**src/rtl/cmd_encoder_if.sv**
```systemverilog
// rtl/cmd_encoder_if.sv - instruction-in / command-out handshake bundle for cmd_encoder
// Optional illegal_cnt member exists only with CMD_ENC_ILLEGAL_CNT_EN defined.
interface cmd_encoder_if;
    logic        in_valid;
    logic        in_ready;
    logic [31:0] instr;
    logic        flush;
    logic        out_valid;
    logic        out_ready;
    logic [4:0]  command;
    logic [4:0]  rs;
    logic [4:0]  rt;
    logic [4:0]  rd;
    logic [25:0] imm;
    logic        illegal;
`ifdef CMD_ENC_ILLEGAL_CNT_EN
    logic [15:0] illegal_cnt;
`endif

    modport master (
        output in_valid, instr, flush, out_ready,
        input  in_ready, out_valid, command, rs, rt, rd, imm, illegal
`ifdef CMD_ENC_ILLEGAL_CNT_EN
        , input illegal_cnt
`endif
    );

    modport slave (
        input  in_valid, instr, flush, out_ready,
        output in_ready, out_valid, command, rs, rt, rd, imm, illegal
`ifdef CMD_ENC_ILLEGAL_CNT_EN
        , output illegal_cnt
`endif
    );
endinterface

```
**src/rtl/cmd_encoder.sv**
```systemverilog
// rtl/cmd_encoder.sv - MIPS word to control-decoder command encoder with one-entry output buffer
// CMD_ENC_ILLEGAL_CNT_EN adds a saturating 16-bit count of accepted illegal words.
module cmd_encoder (
    input  logic          clk,
    input  logic          rst_n,
    cmd_encoder_if.slave  bus
);
    logic        valid_q, valid_d;
    logic [4:0]  cmd_q, cmd_d;
    logic        illegal_q, illegal_d;
    logic [25:0] imm_q, imm_d;

    logic [4:0]  cmd_dec;
    logic        illegal_dec;
    logic        accept;
    logic        consume;
    logic [5:0]  op;
    logic [5:0]  fn;

    assign op = bus.instr[31:26];
    assign fn = bus.instr[5:0];

    always_comb begin
        cmd_dec     = 5'd0;
        illegal_dec = 1'b0;
        if (bus.instr != 32'd0) begin
            case (op)
                6'h00: begin
                    case (fn)
                        6'h20:   cmd_dec = 5'd1;
                        6'h22:   cmd_dec = 5'd2;
                        6'h08:   cmd_dec = 5'd8;
                        default: illegal_dec = 1'b1;
                    endcase
                end
                6'h0D:   cmd_dec = 5'd3;
                6'h23:   cmd_dec = 5'd4;
                6'h2B:   cmd_dec = 5'd5;
                6'h04:   cmd_dec = 5'd6;
                6'h03:   cmd_dec = 5'd7;
                6'h0F:   cmd_dec = 5'd9;
                default: illegal_dec = 1'b1;
            endcase
        end
    end

    assign bus.in_ready = !valid_q || bus.out_ready;
    assign accept       = bus.in_valid && bus.in_ready;
    assign consume      = valid_q && bus.out_ready;

    // Flush wins over accept: the word is dropped and the data regs keep their old contents.
    always_comb begin
        valid_d   = valid_q;
        cmd_d     = cmd_q;
        illegal_d = illegal_q;
        imm_d     = imm_q;
        if (bus.flush) begin
            valid_d = 1'b0;
        end else if (accept) begin
            valid_d   = 1'b1;
            cmd_d     = cmd_dec;
            illegal_d = illegal_dec;
            imm_d     = bus.instr[25:0];
        end else if (consume) begin
            valid_d = 1'b0;
        end
    end

    always_ff @(posedge clk or negedge rst_n) begin
        if (!rst_n) begin
            valid_q   <= 1'b0;
            cmd_q     <= 5'd0;
            illegal_q <= 1'b0;
            imm_q     <= 26'd0;
        end else begin
            valid_q   <= valid_d;
            cmd_q     <= cmd_d;
            illegal_q <= illegal_d;
            imm_q     <= imm_d;
        end
    end

    assign bus.out_valid = valid_q;
    assign bus.command   = cmd_q;
    assign bus.illegal   = illegal_q;
    assign bus.imm       = imm_q;
    assign bus.rs        = imm_q[25:21];
    assign bus.rt        = imm_q[20:16];
    assign bus.rd        = imm_q[15:11];

`ifdef CMD_ENC_ILLEGAL_CNT_EN
    logic [15:0] cnt_q, cnt_d;

    // Counts at accept regardless of flush, so dropped illegal words are still visible.
    always_comb begin
        cnt_d = cnt_q;
        if (accept && illegal_dec && (cnt_q != 16'hFFFF)) begin
            cnt_d = cnt_q + 16'd1;
        end
    end

    always_ff @(posedge clk or negedge rst_n) begin
        if (!rst_n) begin
            cnt_q <= 16'd0;
        end else begin
            cnt_q <= cnt_d;
        end
    end

    assign bus.illegal_cnt = cnt_q;
`endif
endmodule

```
**src/flat_wrapper.sv**
```systemverilog
// flat-port wrapper written by rule: the top's interface ports become plain ports
module cmd_encoder_flat 
  (clk, rst_n, bus_in_valid, bus_instr, bus_flush, bus_out_ready, bus_in_ready, bus_out_valid, bus_command, bus_rs, bus_rt, bus_rd, bus_imm, bus_illegal);
  cmd_encoder_if bus_i ();
  input  logic clk;
  input  logic rst_n;
  input wire logic [$bits(bus_i.in_valid)-1:0] bus_in_valid;
  input wire logic [$bits(bus_i.instr)-1:0] bus_instr;
  input wire logic [$bits(bus_i.flush)-1:0] bus_flush;
  input wire logic [$bits(bus_i.out_ready)-1:0] bus_out_ready;
  output wire logic [$bits(bus_i.in_ready)-1:0] bus_in_ready;
  output wire logic [$bits(bus_i.out_valid)-1:0] bus_out_valid;
  output wire logic [$bits(bus_i.command)-1:0] bus_command;
  output wire logic [$bits(bus_i.rs)-1:0] bus_rs;
  output wire logic [$bits(bus_i.rt)-1:0] bus_rt;
  output wire logic [$bits(bus_i.rd)-1:0] bus_rd;
  output wire logic [$bits(bus_i.imm)-1:0] bus_imm;
  output wire logic [$bits(bus_i.illegal)-1:0] bus_illegal;
  assign bus_i.in_valid = bus_in_valid;
  assign bus_i.instr = bus_instr;
  assign bus_i.flush = bus_flush;
  assign bus_i.out_ready = bus_out_ready;
  assign bus_in_ready = bus_i.in_ready;
  assign bus_out_valid = bus_i.out_valid;
  assign bus_command = bus_i.command;
  assign bus_rs = bus_i.rs;
  assign bus_rt = bus_i.rt;
  assign bus_rd = bus_i.rd;
  assign bus_imm = bus_i.imm;
  assign bus_illegal = bus_i.illegal;
  cmd_encoder u_core (.clk(clk), .rst_n(rst_n), .bus(bus_i));
endmodule
```
**config.mk**
```make
export PLATFORM = sky130hd
export DESIGN_NAME = cmd_encoder_flat
export DESIGN_NICKNAME = d
export VERILOG_FILES = /design/src/rtl/cmd_encoder_if.sv /design/src/rtl/cmd_encoder.sv /design/src/flat_wrapper.sv
export SDC_FILE = /design/constraint.sdc
export NUM_CORES = 1
export LEC_CHECK = 0
export CORE_ASPECT_RATIO = 1.4
export CORE_MARGIN = 2
export CORE_UTILIZATION = 42
export DETAILED_ROUTE_END_ITERATION = 16
export PLACE_DENSITY_LB_ADDON = 0.15
export SETUP_SLACK_MARGIN = 0.05
export SLEW_MARGIN = 20
export SYNTH_ARGS = -nofsm -noshare
export SYNTH_HDL_FRONTEND = slang
export SYNTH_SLANG_ARGS = --single-unit
```
**constraint.sdc**
```tcl
create_clock -name clk -period 4.2 [get_ports clk]
set_clock_uncertainty 0.1 [all_clocks]
set_input_delay 1.05 -clock clk [delete_from_list [all_inputs] [get_ports clk]]
set_output_delay 1.05 -clock clk [all_outputs]
set_load 0.01 [all_outputs]
```
==> impl_metrics.json <==
{
  "status": "complete, no violations",
  "grt_pass1_wl_um": 6223,
  "post_cts_buffers": 0,
  "finalPower_w": 0.0009995,
  "seq_area_frac_synth_pct": 49.84,
  "synth_edf_count": 0,
  "grt_pass1_vias": 1364,
  "cp-start-kind": "primary input",
  "cts_root_buf": "clkbuf_8",
  "min_period_ns": 3.350,
  "grt_max_degree": 36,
  "syn_nets": 172,
  "synth_seq_cells": 32,
  "crit_family": "buffers and inverters",
  "first_pass_iters": 2,
  "hold_ws_ns": 0.3941,
  "worst_r2r_path_depth": 4,
  "rows": 26,
  "ys_top_cells_by_area": "dfrtp_1, mux2_2, buf_4",
  "cts_htree_levels": 2,
  "setup_viol_count_final": 0,
  "ys_types": 36,
  "path_depth": 3,
  "r2r-start": "u_core.bus.out_valid$_DFFE_PN0P_",
  "fp.dieW_um": 56.27,
  "ys_warn_count": 0,
  "post_cts_resized": 0,
  "wl_per_cell_um": 15.11,
  "p_sw_w": 0.0002464,
  "cp_common_cell": "clkdlybuf4s50_1",
  "finalWirelength_um": 3793,
  "post-dp-hpwl_um": 2978,
  "num_antenna_cells": 0,
  "synth.top_cells.by_count": "dfrtp_1, mux2_2, buf_4",
  "yosysMostFrequentCell": "dfrtp_1",
  "holdPathStages": 2,
  "start_util_pct": 44.09,
  "end_kind": "primary output",
  "nNetsFinal": 245,
  "fmax_mhz": 298.5,
  "yosysTopAreaCell": "dfrtp_1",
  "numCtsBuffers": 5,
  "netlist.area_leader.share_pct": 49.84,
  "dieArea_um2": 4343,
  "crit_chain": "clkdlybuf4s50_1 -> nand2b_1 -> clkdlybuf4s50_1",
  "async_flop_share_pct": 100.0,
  "place_congestion": 0.7881,
  "hold_class": "register to register",
  "crit_fanout": 4,
  "clockPowerShare_pct": 31.9,
  "peakVddDrop_mv": 0.3426,
  "dieHeight_um": 77.18,
  "p_seq_share_pct": 38.3,
  "drcViolationCount": 0,
  "hold_viol_final": 0,
  "netlist_instances": 135,
  "max_stage_delay_ns": 0.55,
  "core_area_um2": 3643,
  "comb_power_share_pct": 29.8,
  "ios": 86,
  "hp-start": "u_core.bus.command[0]$_DFFE_PN0P_",
  "p_leak_nw": 1.015,
  "avgSynthCellArea_um2": 11.90,
  "clk_latency_ns": 0.28,
  "antenna_found_initial": 0,
  "crit_path_top_delay_cell": "clkdlybuf4s50_1",
  "worstSetupPathType": "primary input to primary output",
  "grt_overflow": 0,
  "syn-cell-area_um2": 1607,
  "cts.path.max_buffers": 2,
  "p_per_area_nw_per_um2": 400.6,
  "cts_hold_buf": 0,
  "intPower_w": 0.0007531,
  "ant_nets": 0,
  "tritoncts": "built",
  "drv_slew": 0,
  "critPathBufInv": 2,
  "period_share_pct": 79.76,
  "clkTransAtPathRegs_ns": 0.06,
  "rsz0062_at_grt": "no",
  "grtUsageTotal_pct": 18.54,
  "viasPerCell": 5.116,
  "drive_above_1_share_pct": 16.27,
  "cap_violations": 0,
  "r2r_end": "u_core.bus.imm[11]$_DFFE_PN0P_",
  "cts_sinks": 32,
  "num_vias": 1284,
  "power.share.switching_pct": 24.65,
  "synthFlopType": "dfrtp_1",
  "hold_end": "u_core.bus.command[0]$_DFFE_PN0P_",
  "port_buffers": 84,
  "crit_arrival_ns": 2.20,
  "rrSetupSlack_ns": 2.66,
  "area_delta_synth_final_pct": 55.30,
  "drtIter0Drc": 33,
  "crit_required_ns": 3.05,
  "tns_ns": 0
}
==> flip-flops by register name (all words and copies together), names as in the netlist <==
signal and flops:
u_core.bus.out_valid 1, u_core.bus.imm 26, u_core.bus.illegal 1, u_core.bus.command 4
==> metal layers <==
| metal | vias up | routed length (um) | GRT usage, % |
|---|---|---|---|
| li1 | 614 | - | - |
| met1 | 620 | 1401 | 18.17 |
| met2 | 44 | 2108 | 35.18 |
| met3 | 6 | 236 | 6.239 |
| met4 | 0 | 46 | 6.429 |
| met5 | - | 0 | 0 |
==> metrics by stage <==
stage	area, um^2	setup slack [ns]	instances	util [%]
after floorplan	1607	1.809	135	-
after global placement	2369	0.8625	243	65.01
after detailed placement	2369	0.8474	243	65.01
after CTS	2495	0.8503	251	68.48
after global routing	2495	0.8153	251	68.48
final	2495	0.8502	251	68.48
==> power groups by stage <==
| stage | clock [W] | sequential (W) | combinational [W] |
|---|---|---|---|
| final | 0.000319 | 0.000383 | 0.000298 |
| after global routing | 0.000340 | 0.000390 | 0.000315 |
| after CTS | 0.000327 | 0.000384 | 0.000303 |
| after detailed placement | 0 | 0.000390 | 0.000302 |
| after global placement | 0 | 0.000385 | 0.000296 |
| after floorplan | 0 | 0.000408 | 0.000112 |
==> cell families (layout without fill, tap and decap cells) <==
logic type / Yosys count / in the layout / share of synthesized area (%)
buf+inv: 24 / 98 / 10.05
simple gates: 33 / 33 / 12.93
mux: 26 / 26 / 18.22
xor+xnor: 3 / 3 / 1.636
other cells: 1 / 1 / 0.2334
compound gates: 16 / 16 / 7.088
flops: 32 / 32 / 49.84
==> area by class of cell <==
class                      instances  area, um^2
clock buffer                       7       96.34
clock inverter                     1       30.03
fill                             297        1149
inverter                           4       15.01
multi-input combinational         79       644.4
sequential                        32       800.8
tap                               42       52.55
timing repair buffer              86       855.8
==> worst max-delay path by stage <==
stage,from,end,slack [ns]
after detailed placement,bus_out_ready,bus_in_ready,0.85
after floorplan,bus_out_ready,bus_in_ready,1.81
final,bus_out_ready,bus_in_ready,0.85
after global routing,bus_out_ready,bus_in_ready,0.82
after global placement,bus_out_ready,bus_in_ready,0.86
after CTS,bus_out_ready,bus_in_ready,0.85
==> worst reg2reg max path: stages, from the launching register on <==
cell and delay, ns:
dfrtp_1 0.35, nand2b_1 0.10, nand2_1 0.08, buf_4 0.38, mux2_2 0.40
==> cell usage in the layout (no fill, tap or decap) <==
cell type        instances
and4_1                   2
and4bb_1                 1
o211ai_1                 1
a22o_1                   2
nor4_1                   5
clkbuf_8                 7
nand2b_1                 3
o21ai_0                  2
a31oi_1                  3
nand4_1                  1
xnor2_1                  2
a32o_1                   1
o32a_1                   1
bufinv_16                1
nor2_1                   5
or2_0                    1
dfrtp_1                 32
clkdlybuf4s50_1         84
nand2_1                  4
or3_1                    1
mux2_1                   6
or4_1                    1
nor4_2                   1
o21ai_1                  1
nor3_1                   3
nand3b_1                 1
or3_4                    1
o21ai_2                  2
xor2_1                   1
a21o_1                   1
nor2b_1                  2
inv_1                    4
nand4b_1                 1
buf_4                    2
a21oi_1                  2
mux2_2                  20
conb_1                   1
Power figures use the tool's default switching activity.
